## src/rtl/button_conditioner.sv

```systemverilog
// button_conditioner
//   Conditions the five raw board buttons (U, D, L, R, C): each bit is
//   synchronised, then debounced by its own four-state FSM. U/D/L/R come out
//   as held levels, C comes out as a single-cycle pulse per accepted press.
//   Every output is registered and changes DEBOUNCE_CYCLES+3 edges after the
//   first edge that samples a clean raw transition.
//
//   Build option: define BTN_OPPOSE_CANCEL_EN to make an opposing pair
//   (U/D or L/R) held together cancel to 0. Without it, U beats D and L
//   beats R.
module button_conditioner #(
   parameter int unsigned DEBOUNCE_CYCLES = 1000000  // legal 1 .. 2^24-1
) (
   input  logic       clk,
   input  logic       rst,
   input  logic [4:0] raw_btn,
   output logic       btnU,
   output logic       btnD,
   output logic       btnL,
   output logic       btnR,
   output logic       btnC_pulse,
   output logic       any_held
);

   localparam int NUM_BTN = 5;
   localparam int BTN_U   = 4;
   localparam int BTN_D   = 3;
   localparam int BTN_L   = 2;
   localparam int BTN_R   = 1;
   localparam int BTN_C   = 0;

   localparam int unsigned       CNT_W    = $clog2(DEBOUNCE_CYCLES + 1);
   // Last count value before a change is accepted; the counter never passes it.
   localparam logic [CNT_W-1:0] CNT_LAST = CNT_W'(DEBOUNCE_CYCLES - 1);

   typedef enum logic [1:0] {
      IDLE,
      PRESS_WAIT,
      PRESSED,
      RELEASE_WAIT
   } state_t;

   logic [NUM_BTN-1:0] sync1_q;
   logic [NUM_BTN-1:0] sync2_q;

   state_t             state_q [NUM_BTN];
   state_t             state_d [NUM_BTN];
   logic [CNT_W-1:0]   cnt_q   [NUM_BTN];
   logic [CNT_W-1:0]   cnt_d   [NUM_BTN];

   logic [NUM_BTN-1:0] lvl_d;
   logic               press_d;
   logic               btn_u_d;
   logic               btn_d_d;
   logic               btn_l_d;
   logic               btn_r_d;
   logic               any_d;

   // Per-button debounce next-state: qualify a level change over DEBOUNCE_CYCLES samples.
   always_comb begin
      for (int i = 0; i < NUM_BTN; i++) begin
         // NOTE: defaults first on every path, so the combinational block infers no latch.
         state_d[i] = state_q[i];
         cnt_d[i]   = cnt_q[i];
         case (state_q[i])
            IDLE: begin
               if (sync2_q[i]) begin
                  state_d[i] = PRESS_WAIT;
                  cnt_d[i]   = '0;
               end
            end
            PRESS_WAIT: begin
               if (!sync2_q[i]) begin
                  // A bounce throws away the partial qualification.
                  state_d[i] = IDLE;
                  cnt_d[i]   = '0;
               end else if (cnt_q[i] == CNT_LAST) begin
                  state_d[i] = PRESSED;
                  cnt_d[i]   = '0;
               end else begin
                  cnt_d[i] = cnt_q[i] + CNT_W'(1);
               end
            end
            PRESSED: begin
               if (!sync2_q[i]) begin
                  state_d[i] = RELEASE_WAIT;
                  cnt_d[i]   = '0;
               end
            end
            RELEASE_WAIT: begin
               if (sync2_q[i]) begin
                  state_d[i] = PRESSED;
                  cnt_d[i]   = '0;
               end else if (cnt_q[i] == CNT_LAST) begin
                  state_d[i] = IDLE;
                  cnt_d[i]   = '0;
               end else begin
                  cnt_d[i] = cnt_q[i] + CNT_W'(1);
               end
            end
            default: begin
               state_d[i] = IDLE;
               cnt_d[i]   = '0;
            end
         endcase
         // The debounced level stays high while a release is still being qualified.
         lvl_d[i] = (state_d[i] == PRESSED) || (state_d[i] == RELEASE_WAIT);
      end
      press_d = (state_q[BTN_C] == PRESS_WAIT) && (state_d[BTN_C] == PRESSED);
   end

   // Opposing-pair resolution on the next debounced levels, ahead of the output registers.
   always_comb begin
`ifdef BTN_OPPOSE_CANCEL_EN
      btn_u_d = lvl_d[BTN_U] & ~lvl_d[BTN_D];
      btn_d_d = lvl_d[BTN_D] & ~lvl_d[BTN_U];
      btn_l_d = lvl_d[BTN_L] & ~lvl_d[BTN_R];
      btn_r_d = lvl_d[BTN_R] & ~lvl_d[BTN_L];
`else
      btn_u_d = lvl_d[BTN_U];
      btn_d_d = lvl_d[BTN_D] & ~lvl_d[BTN_U];
      btn_l_d = lvl_d[BTN_L];
      btn_r_d = lvl_d[BTN_R] & ~lvl_d[BTN_L];
`endif
      any_d = lvl_d[BTN_U] | lvl_d[BTN_D] | lvl_d[BTN_L] | lvl_d[BTN_R];
   end

   // Synchronisers, FSM state/counters and registered outputs; async reset clears all.
   always_ff @(posedge clk or posedge rst) begin
      if (rst) begin
         sync1_q    <= '0;
         sync2_q    <= '0;
         for (int i = 0; i < NUM_BTN; i++) begin
            state_q[i] <= IDLE;
            cnt_q[i]   <= '0;
         end
         btnU       <= 1'b0;
         btnD       <= 1'b0;
         btnL       <= 1'b0;
         btnR       <= 1'b0;
         btnC_pulse <= 1'b0;
         any_held   <= 1'b0;
      end else begin
         // NOTE: non-blocking assignments, so every flop samples the pre-edge values.
         sync1_q    <= raw_btn;
         sync2_q    <= sync1_q;
         for (int i = 0; i < NUM_BTN; i++) begin
            state_q[i] <= state_d[i];
            cnt_q[i]   <= cnt_d[i];
         end
         btnU       <= btn_u_d;
         btnD       <= btn_d_d;
         btnL       <= btn_l_d;
         btnR       <= btn_r_d;
         btnC_pulse <= press_d;
         any_held   <= any_d;
      end
   end

endmodule

```

## config.mk

```make
export PLATFORM = sky130hd
export DESIGN_NAME = button_conditioner
export DESIGN_NICKNAME = d
export VERILOG_FILES = /design/src/rtl/button_conditioner.sv
export SDC_FILE = /design/constraint.sdc
export NUM_CORES = 1
export LEC_CHECK = 0
export ABC_AREA = 1
export BUFFER_PORTS_ARGS = -buffer_cell sky130_fd_sc_hd__buf_2
export CORE_MARGIN = 2
export CORE_UTILIZATION = 60
export CTS_CLUSTER_SIZE = 24
export DETAILED_ROUTE_END_ITERATION = 8
export PLACE_DENSITY = 0.8
export SLEW_MARGIN = 25
export SYNTH_ARGS = -nofsm -noshare
export SYNTH_HDL_FRONTEND = slang
export SYNTH_SLANG_ARGS = --single-unit
```

## constraint.sdc

```tcl
create_clock -name clk -period 10 [get_ports clk]
set_input_delay 2 -clock clk [delete_from_list [all_inputs] [get_ports clk]]
set_output_delay 2 -clock clk [all_outputs]
set_load 0.02 [all_outputs]
```

Word-level counts from Yosys, hierarchy flattened --
Cells that the tools add are included.
Storage, ports and cells: register bits after elaboration 126, output and inout bits 6
Cells by class: multiplexer cells 65, equal/unequal tests 39, reductions and logical operators 15, $add $sub $neg 5, bitwise operators 7
Operators with widths (count):
- 2-to-1 mux 20 bit | 25
- case mux 20 bit (4 select lines) | 5
- adder 20 x 1 -> 20 bit, second input constant | 5
- == test 20 bit, second input constant | 5
- 2-to-1 mux 2 bit | 30
- case mux 2 bit (4 select lines) | 5
- == test 2 bit, second input constant | 19
- inequality test 2 bit, second input constant | 10
- == test 2 x 1 -> 1 bit, second input constant | 5
- zero test 2 bit | 5
- AND reduction 2 bit | 5
- logical OR 1 bit | 4
- bitwise OR 1 bit | 3
- bitwise AND 1 bit | 2
- inverter 1 bit | 2
- logical AND 1 bit | 1

Longest topological paths before layout --
Gate-level depths: netlist of the first run.
word-level depth 9, depth in mapped cells 11, gate-level depth less buffers 11

Worst setup path before layout of the first run --
Ideal clock, no wire load.
path kind reg2out, from register any_held, to output any_held, path slack 7.584 ns, stages on the path, launching flop included 1, arrival time 0.416 ns, path buffers 0, data required time 8.000 ns, cell sequence dfrtp_1
RTL lines:
- from (decl) | RTL line 22 | output logic any_held
- from (signal assigned) | RTL line 156 | any_held <= any_d;
No word-level cell between the ends.

Final worst setup path of the first run --
from register btnU, to output btnU
RTL lines:
- from (decl) | RTL line 17 | output logic btnU,
- from (signal assigned) | RTL line 151 | btnU <= btn_u_d;
No word-level cell between the ends.

==> impl_metrics.yaml, run 1 <==
floorplanning:
  die_h_um: 110
  die-area_um2: 12200
  io_pins: 13
  start_util_pct: 62.2
  rows: 38
  fp.dieW_um: 110
  core_area_um2: 10900
grt:
  grt-ovfl-total: 0
  first_global_vias: 5691
  grt.total_usage_pct: 24.8
  grt_max_degree: 82
  antenna_found_initial: 0
  grt_pass1_wl_um: 25000
routing:
  first_pass_iters: 5
  drcViolationCount: 0
  wl_per_cell_um: 12.8
  routed_via_density: 5.36
  drtIter0Drc: 426
  antenna_left: 0
  dr_total_vias: 5934
  wl_um: 14200
synth:
  synth.distinct_cells: 32
  yosysMostFrequentCell: "nand2_1"
  ys_warn_count: 0
  syn_area_per_cell_um2: 7.31
  yosys.area.top_type: "dfrtp_1"
  ys_ff_latch: 126
  synth-main-ff-cell: "dfrtp_1"
  postSynth.asyncResetShare_pct: 100
  synth_area_um2: 6800
  synth_common_cells: "nand2_1 (250), nor2_1 (166), dfrtp_1 (126), inv_1 (125), nand3_1 (66)"
  synth_nets: 943
  synthTopCellsByArea: "dfrtp_1 (46%), nand2_1 (14%), nor2_1 (9.2%)"
  syn_inst: 931
  ys_seq_area_share_pct: 46.3
  synth-edff-count: 0
  synth_top_area_share_pct: 46.3
timing:
  tightest_slew_ns: 0.719
  period_share_pct: 29.4
  final-hold-violation-count: 0
  slew_viol_final: 0
  setup_tns_ns: 0
  clock.fmax_mhz: 340
  slew_headroom_pct: 52.0
  min_period_ns: 2.94
  finalSetupViolCount: 0
  rsz0062_at_grt: "no"
  finClkSkew_ns: 0.00665
finish:
  diodes: 0
  fin_nets: 967
  syn_to_final_growth_pct: 12.9
  finalCoreUtilization_pct: 70.3
  drive_above_1_share_pct: 6.20
  fin_area_um2: 7680
run:
  maxCapViolCount: 0
setup_path:
  cp_max_fo: 1
  start_kind: "flop"
  slowest_delay_ns: 0.36
  critPathKind: "flop to output port"
  path_cells: "buf_2"
  cp.required_ns: 8.00
  critPathTopFamily: "flip-flops"
  cp-end-kind: "output port"
  r2r_setup_slack_ns: 7.90
  worstPathArrival_ns: 0.94
  crit_buf_inv: 1
  crit_slowest_cell: "dfrtp_1"
cts:
  cts_setup_buffers: 0
  cts-root-buf: "clkbuf_16"
  cts.hold.buffers_added: 0
  post_cts_resized: 0
  clock-sinks: 126
  clk_path_buf_depth: 2
  cts_tree: "done"
  numCtsBuffers: 17
  clk_latency_ns: 0.43
  htree_levels: 4
  cts.clk_slew.worst_paths_ns: 0.05
power_and_ir_drop:
  leakagePower_uw: 0.00361
  power_density_nw_per_um2: 167
  ir_worst_vdd_mv: 0.128
min_path:
  hold_class: "flop to flop"
placed_design:
  dpl-instance-area_um2: 7000
  place_congestion: 0.900
  dpl.hpwl_um: 9430
  port_buffers: 12
outcome:
  status: "complete, no violations"
-- layout by cell type (no fill, tap or decap), types with 3 or more instances in the layout --
| master | netlist | layout |
|---|---|---|
| xor2_1 | 29 | 29 |
| ha_1 | 5 | 5 |
| nor3_1 | 35 | 35 |
| inv_1 | 125 | 124 |
| clkbuf_8 | 0 | 3 |
| nor2_1 | 166 | 166 |
| nand3_1 | 66 | 66 |
| nand4_1 | 19 | 19 |
| clkinv_2 | 0 | 3 |
| o22ai_1 | 4 | 4 |
| nor3_2 | 3 | 3 |
| a31oi_1 | 5 | 5 |
| and3_1 | 4 | 4 |
| dfrtp_1 | 126 | 126 |
| nor2_2 | 6 | 6 |
| bufinv_16 | 0 | 6 |
| o21ai_0 | 31 | 31 |
| o21bai_1 | 5 | 5 |
| xnor2_1 | 6 | 6 |
| buf_2 | 2 | 12 |
| nand2_1 | 250 | 250 |
| a21oi_1 | 24 | 24 |
| clkbuf_16 | 0 | 17 |
-- layer usage --
metal / global-route usage, % / wire (µm)
met5: 0 / 0
met2: 40.6 / 6850
met4: 11.1 / 323
met1: 31.0 / 6380
met3: 6.59 / 611
-- registers in the layout, indices dropped and copies added, names as in the netlist --
name and count:
cnt_q 100, state_q 10, sync1_q 5, sync2_q 5, any_held 1, btnC_pulse 1, btnD 1, btnL 1
btnR 1, btnU 1
-- area by class of cell --
cell class,count,area (µm²)
Fill cell,922,3250
Clock inverter,11,210
Tap cell,140,175
Clock buffer,21,470
Multi-Input combinational cell,672,3130
Inverter,125,472
Sequential cell,126,3150
Timing Repair Buffer,13,71.3
-- per-stage QoR --
| step | std cells | setup slack (ns) | total power, µW | hold slack [ns] |
|---|---|---|---|---|
| 5_1_grt | 1108 | 6.99 | 1320 | 0.355 |
| 3_3_place_gp | 1076 | 6.41 | 584 | 0.333 |
| 4_1_cts | 1108 | 6.84 | 1290 | 0.349 |
| 3_5_place_dp | 1076 | 6.38 | 585 | 0.335 |
| 6_report | 1108 | 7.06 | 1280 | 0.349 |
| 2_1_floorplan | 931 | 4.64 | 572 | 0.331 |
-- worst register-to-register path, stage by stage (launching register included) --
cell     delay, ns
dfrtp_1       0.38
ha_1          0.23
inv_1         0.08
nor2_2        0.19
inv_1         0.06
nor2_1        0.11
nand3_1       0.10
nand2_1       0.17
nand2_1       0.17
inv_1         0.37
nor2_1        0.10
-- where the power goes --
part           switching, µW  leakage, µW  internal, µW
registers               9.02      0.00172           520
logic                   35.7      0.00157          11.6
clock network            221     0.000329           485
total                    266      0.00361          1020
-- final timing paths --
check | from | to | cells after the start
setup / recovery | btnU | btnU | 1
hold / removal | sync1_q[1] | sync2_q[1] | 0
setup reg to reg | cnt_q[20] | cnt_q[28] | 10
hold reg to reg | sync1_q[1] | sync2_q[1] | 0
max in group asynchronous | rst | cnt_q[90] | 3
min in group asynchronous | rst | cnt_q[4] | 2
-- kinds of logic (layout without fill, tap and decap cells) --
kind of cell / Yosys count / count (layout) / share of synthesized area [%]
AND/OR/NAND/NOR: 557 / 557 / 34.4
buffers and inverters: 133 / 170 / 7.65
AO/OA/AOI/OAI: 75 / 75 / 6.20
XOR/XNOR: 35 / 35 / 4.51
adder cells (fa/ha/maj): 5 / 5 / 0.919
flip-flops: 126 / 126 / 46.3
(Power assumes the default switching activity.)
==> inputs of run 2 (changes only) <==
--- a/config.mk
+++ b/config.mk
@@ -5,7 +5,7 @@
 export SDC_FILE = /design/constraint.sdc
 export NUM_CORES = 1
 export LEC_CHECK = 0
-export ABC_AREA = 1
+export ABC_AREA = 0
 export BUFFER_PORTS_ARGS = -buffer_cell sky130_fd_sc_hd__buf_2
 export CORE_MARGIN = 2
 export CORE_UTILIZATION = 60
==> constraint.sdc (replaced) <==
create_clock -name clk -period 2.87 [get_ports clk]
set_input_delay 0.574 -clock clk [delete_from_list [all_inputs] [get_ports clk]]
set_output_delay 0.574 -clock clk [all_outputs]
set_load 0.02 [all_outputs]
==> impl_metrics.yaml, run 2 <==
setup_path:
  crit_start: "cnt_q[13]"
  cp-end-kind: "flop"
  start_kind: "flop"
  worstPathArrival_ns: 2.78
  cp_max_fo: 3
  crit_slowest_cell: "or4_1"
  cp.required_ns: 3.33
  r2r_start: "cnt_q[13]"
  r2r_setup_slack_ns: 0.55
  slowest_delay_ns: 0.52
  worstRegToRegCells: 6
  worstReg2RegEnd: "btnD"
  critPathKind: "flop to flop"
  path_cells: "or4_1 -> nor4_1 -> and3_1 -> mux2i_1 -> inv_1 -> nor2_1"
  crit_buf_inv: 1
  critPathTopFamily: "simple AND/OR/NAND/NOR gates"
placed_design:
  place_ws_ns: 0.620
  dpl.hpwl_um: 8220
  port_buffers: 12
  dp.cells: 797
  dpl-instance-area_um2: 6500
  place_congestion: 0.870
synth:
  ys_ff_latch: 126
  ys_seq_area_share_pct: 50.4
  syn_inst: 654
  postSynth.asyncResetShare_pct: 100
  yosys.area.top_type: "dfrtp_1"
  synth.distinct_cells: 53
  synth_nets: 666
  yosysMostFrequentCell: "dfrtp_1"
  synthTopCellsByArea: "dfrtp_1 (50%), nor2_1 (5.4%), xnor2_1 (5.3%)"
  ys_warn_count: 0
  synth-edff-count: 0
  synth_top_area_share_pct: 50.4
  syn_area_per_cell_um2: 9.56
  synth_area_um2: 6250
  synth_common_cells: "dfrtp_1 (126), nor2_1 (90), nand2_1 (59), xnor2_1 (38), nand3_1 (35)"
  synth-main-ff-cell: "dfrtp_1"
grt:
  grt-ovfl-total: 0
  grt.total_usage_pct: 24.3
  first_global_vias: 4806
  antenna_found_initial: 0
  grt_max_degree: 43
  grt_pass1_wl_um: 21900
power_and_ir_drop:
  power_density_nw_per_um2: 584
  ir_worst_vdd_mv: 0.467
  leakagePower_uw: 0.00304
  power_uw: 4150
cts:
  numCtsBuffers: 17
  clock-sinks: 126
  clk_path_buf_depth: 2
  cts_setup_buffers: 0
  clk_latency_ns: 0.53
  cts_tree: "done"
  cts.hold.buffers_added: 0
  cts-root-buf: "clkbuf_8"
  htree_levels: 4
  post_cts_resized: 0
  cts.clk_slew.worst_paths_ns: 0.06
run:
  maxCapViolCount: 0
timing:
  layout_setup_ws_ns: 0.546
  slew_viol_final: 0
  setup_tns_ns: 0
  finClkSkew_ns: 0.00461
  final-hold-violation-count: 0
  slew_headroom_pct: 38.2
  period_share_pct: 81.0
  min_period_ns: 2.32
  clock.fmax_mhz: 430
  rsz0062_at_grt: "no"
  tightest_slew_ns: 0.927
  finalSetupViolCount: 0
routing:
  first_pass_iters: 6
  drtIter0Drc: 321
  antenna_left: 0
  drcViolationCount: 0
  wl_um: 12500
  wl_per_cell_um: 15.2
  routed_via_density: 5.92
  dr_total_vias: 4905
finish:
  drive_above_1_share_pct: 9.39
  diodes: 0
  fin_nets: 692
  fin_area_um2: 7100
  layout_commonest_cell: "dfrtp_1"
  largest-register: "cnt_q"
  final_cell_mix: "dfrtp_1 (126), nor2_1 (90), nand2_1 (59)"
  reg_top3: "cnt_q: 100 flops, state_q: 10 flops"
  syn_to_final_growth_pct: 13.6
  fin_cells: 828
  largest_reg_flops: 100
outcome:
  status: "complete, no violations"
min_path:
  hold_end: "sync1_q[3]"
  hold_depth: 1
  hold_class: "input pin to flop"
  min_from: "raw_btn[3]"
floorplanning:
  fp.dieW_um: 106
  core_area_um2: 10200
  rows: 37
  die_h_um: 106
  die-area_um2: 11300
  start_util_pct: 61.1
  io_pins: 13
==> run 2: changes by cell type in the layout (fill, tap and decap cells not counted), sizes merged, moves of 15 or more <==
cell,before,now
nand2,250,59
inv,125,26
nor2,174,91
xnor2,6,38
nand3,66,36
nor3,38,15
a31oi,5,26
nand2b,0,15
==> run 2: metrics by stage <==
step	hold slack [ns]	util [%]
2_1_floorplan	0.331	-
3_3_place_gp	0.336	63.6
3_5_place_dp	0.335	63.6
4_1_cts	0.126	69.4
5_1_grt	0.123	69.4
6_report	0.144	69.4
==> run 2: per-layer routing <==
metal  global-route usage (%)  vias up  share of wire (%)
met5                        0        -                  0
met4                     8.18        0                1.4
met3                     6.68       19                3.9
met2                     40.0       93                 49
met1                     31.2     2404                 46
li1                         -     2389                  -
==> run 2: cell families (layout without fill, tap and decap cells) <==
kind of cell	count (synthesis)	count (layout)	synth area share [%]
buffers and inverters	38	76	2.46
AO/OA/AOI/OAI	114	114	11.5
multiplexers	10	10	1.64
adder cells (fa/ha/maj)	5	5	1.00
AND/OR/NAND/NOR	308	308	25.5
flip-flops	126	126	50.4
XOR/XNOR	53	53	7.43
==> run 2: layout make-up <==
cell class / count / area, µm²
clock inverter: 10 / 138
tap: 136 / 170
multi-input combinational: 490 / 2940
fill: 764 / 3130
inverter: 27 / 105
timing repair buffer: 18 / 130
sequential: 126 / 3150
clock buffer: 21 / 459
==> run 2: worst max path at each step <==
| stage | end | slack [ns] | depth (start not counted) |
|---|---|---|---|
| after floorplan | any_held | 0.74 | 1 |
| after global placement | btnD | 0.66 | 6 |
| after detailed placement | any_held | 0.62 | 5 |
| after CTS | btnD | 0.57 | 6 |
| after global routing | cnt_q[85] | 0.34 | 6 |
| final | btnD | 0.55 | 6 |
==> run 2: worst reg2reg max path: cells and delay by family (launching register included) <==
family                 cells  cell delay, ns
multiplexers               1            0.45
AND/OR/NAND/NOR            4            1.27
flip-flops                 1            0.41
buffers and inverters      1            0.12
==> run 2: report_power, final <==
group | switching [µW] | internal, µW
Sequential | 34.0 | 1810
Clock | 758 | 1380
Combinational | 113 | 50.7
==> inputs of run 3 (changes only) <==
--- a/config.mk
+++ b/config.mk
@@ -5,7 +5,7 @@
 export SDC_FILE = /design/constraint.sdc
 export NUM_CORES = 1
 export LEC_CHECK = 0
-export ABC_AREA = 0
+export ABC_AREA = 1
 export BUFFER_PORTS_ARGS = -buffer_cell sky130_fd_sc_hd__buf_2
 export CORE_MARGIN = 2
 export CORE_UTILIZATION = 60
==> constraint.sdc (replaced) <==
create_clock -name clk -period 2.22 [get_ports clk]
set_input_delay 0.444 -clock clk [delete_from_list [all_inputs] [get_ports clk]]
set_output_delay 0.444 -clock clk [all_outputs]
set_load 0.02 [all_outputs]
==> impl_metrics.yaml, run 3 (synthesized netlist as in run 1, its figures left out) <==
timing:
  slew_viol_final: 0
  rsz0062_at_grt: "no"
  tightest_slew_ns: 0.626
  slew_headroom_pct: 58.2
  min_period_ns: 1.94
  finClkSkew_ns: 0.00541
  period_share_pct: 87.3
  final-hold-violation-count: 0
  finalSetupViolCount: 0
  clock.fmax_mhz: 516
  setup_tns_ns: 0
floorplanning:
  fp.dieW_um: 110
  die_h_um: 110
  io_pins: 13
  start_util_pct: 62.2
  rows: 38
  core_area_um2: 10900
  die-area_um2: 12200
power_and_ir_drop:
  ir_worst_vdd_mv: 0.639
  leakagePower_uw: 0.00360
  power_density_nw_per_um2: 695
finish:
  layout_commonest_cell: "nand2_1"
  reg_top3: "cnt_q: 100 flops, state_q: 10 flops"
  drive_above_1_share_pct: 6.87
  fin_cells: 1115
  final_cell_mix: "nand2_1 (250), nor2_1 (166), dfrtp_1 (126)"
  syn_to_final_growth_pct: 12.6
  diodes: 0
  fin_nets: 974
  largest-register: "cnt_q"
  largest_reg_flops: 100
  regArea_um2: 3150
  final.fill_count: 902
  multi_input_area_um2: 3130
routing:
  antenna_left: 0
  drcViolationCount: 0
  dr_total_vias: 5792
  dr_wl_met3_um: 518
  maxUsedRoutingLayer: "met4"
  drtIter0Drc: 444
  wl_met1_um: 6520
  first_pass_iters: 5
  wl_per_cell_um: 12.1
  wl_um: 13500
  routed_via_density: 5.19
  dr_wl_met2_um: 6160
grt:
  first_global_vias: 5422
  grt-ovfl-total: 0
  grt_pass1_wl_um: 24000
  grt.total_usage_pct: 23.8
  antenna_found_initial: 0
  grt_max_degree: 38
cts:
  numCtsBuffers: 17
  cts.hold.buffers_added: 0
  clk_path_buf_depth: 2
  clock-sinks: 126
  clk_latency_ns: 0.42
  cts_tree: "done"
  htree_levels: 4
  cts.clk_slew.worst_paths_ns: 0.05
  cts_setup_buffers: 0
  cts-root-buf: "clkbuf_16"
  post_cts_resized: 0
placed_design:
  port_buffers: 12
  dpl.hpwl_um: 9390
  dp.cells: 1083
  place_congestion: 0.876
run:
  maxCapViolCount: 0
setup_path:
  crit_end: "cnt_q[39]"
  start_kind: "flop"
  r2r_start: "cnt_q[20]"
  r2r_setup_slack_ns: 0.28
  worstReg2RegEnd: "cnt_q[39]"
  worstRegToRegCells: 10
  cp.required_ns: 2.51
  cp_max_fo: 11
  critPathKind: "flop to flop"
  cp-end-kind: "flop"
  worstPathArrival_ns: 2.23
  crit_start: "cnt_q[20]"
outcome:
  status: "complete, no violations"
min_path:
  hold_class: "input pin to async pin"
## run 3: cell count changes in the layout (fill, tap and decap cells not counted), moves of 11 or more
cell	change
xor2_1	+14
a31oi_1	-21
and4_1	-11
inv_1	+98
nor3_1	+21
xnor2_1	-32
nand2_1	+191
and3_1	-12
nor2_1	+76
nand3_1	+31
nand2b_1	-15
## run 3: area by class of cell
class / count / area share [%]
clock inverter: 11 / 1.50
inverter: 125 / 6.17
multi-input combinational: 672 / 40.9
timing repair buffer: 20 / 1.89
tap: 140 / 2.29
clock buffer: 21 / 6.14
sequential: 126 / 41.1
## run 3: worst max-delay path: stages (launching register included)
cell     delay, ns
dfrtp_1       0.37
ha_1          0.22
inv_1         0.08
nor2_2        0.16
inv_1         0.05
nor2_1        0.10
nand3_1       0.09
nand2_1       0.14
nand2_1       0.15
inv_1         0.33
nor2_1        0.10
## run 3: worst min path at each step
stage / startpoint / to / slack, ns / cells past startpoint
floorplan: sync1_q[0] / sync2_q[0] / 0.33 / 0
CTS: rst / sync1_q[1] / 0.11 / 2
global placement: sync1_q[1] / sync2_q[1] / 0.33 / 0
detailed placement: sync1_q[3] / sync2_q[3] / 0.33 / 0
finish: rst / cnt_q[63] / 0.10 / 2
global route: raw_btn[2] / sync1_q[2] / 0.11 / 1
## run 3: stage by stage
stage	total power [µW]	instance area (µm²)	hold WS, ns	utilization, %	setup slack (ns)
2_1_floorplan	2580	6810	0.331	-	0.223
3_3_place_gp	2640	7080	0.335	64.7	0.383
3_5_place_dp	2640	7080	0.335	64.7	0.252
4_1_cts	5380	7660	0.108	70.1	0.260
5_1_grt	5530	7660	0.107	70.1	0.0217
6_report	5330	7660	0.103	70.1	0.281
## run 3: power by group
group          switching [µW]  internal (µW)
Sequential               41.2           2340
Combinational             161           65.5
Clock                     995           1730
## run 3: per-layer routing
metal | vias up | global-route usage (%)
met5 | - | 0
met4 | 0 | 11.7
met3 | 18 | 4.34
met2 | 115 | 37.3
met1 | 2649 | 32.3
li1 | 3010 | -
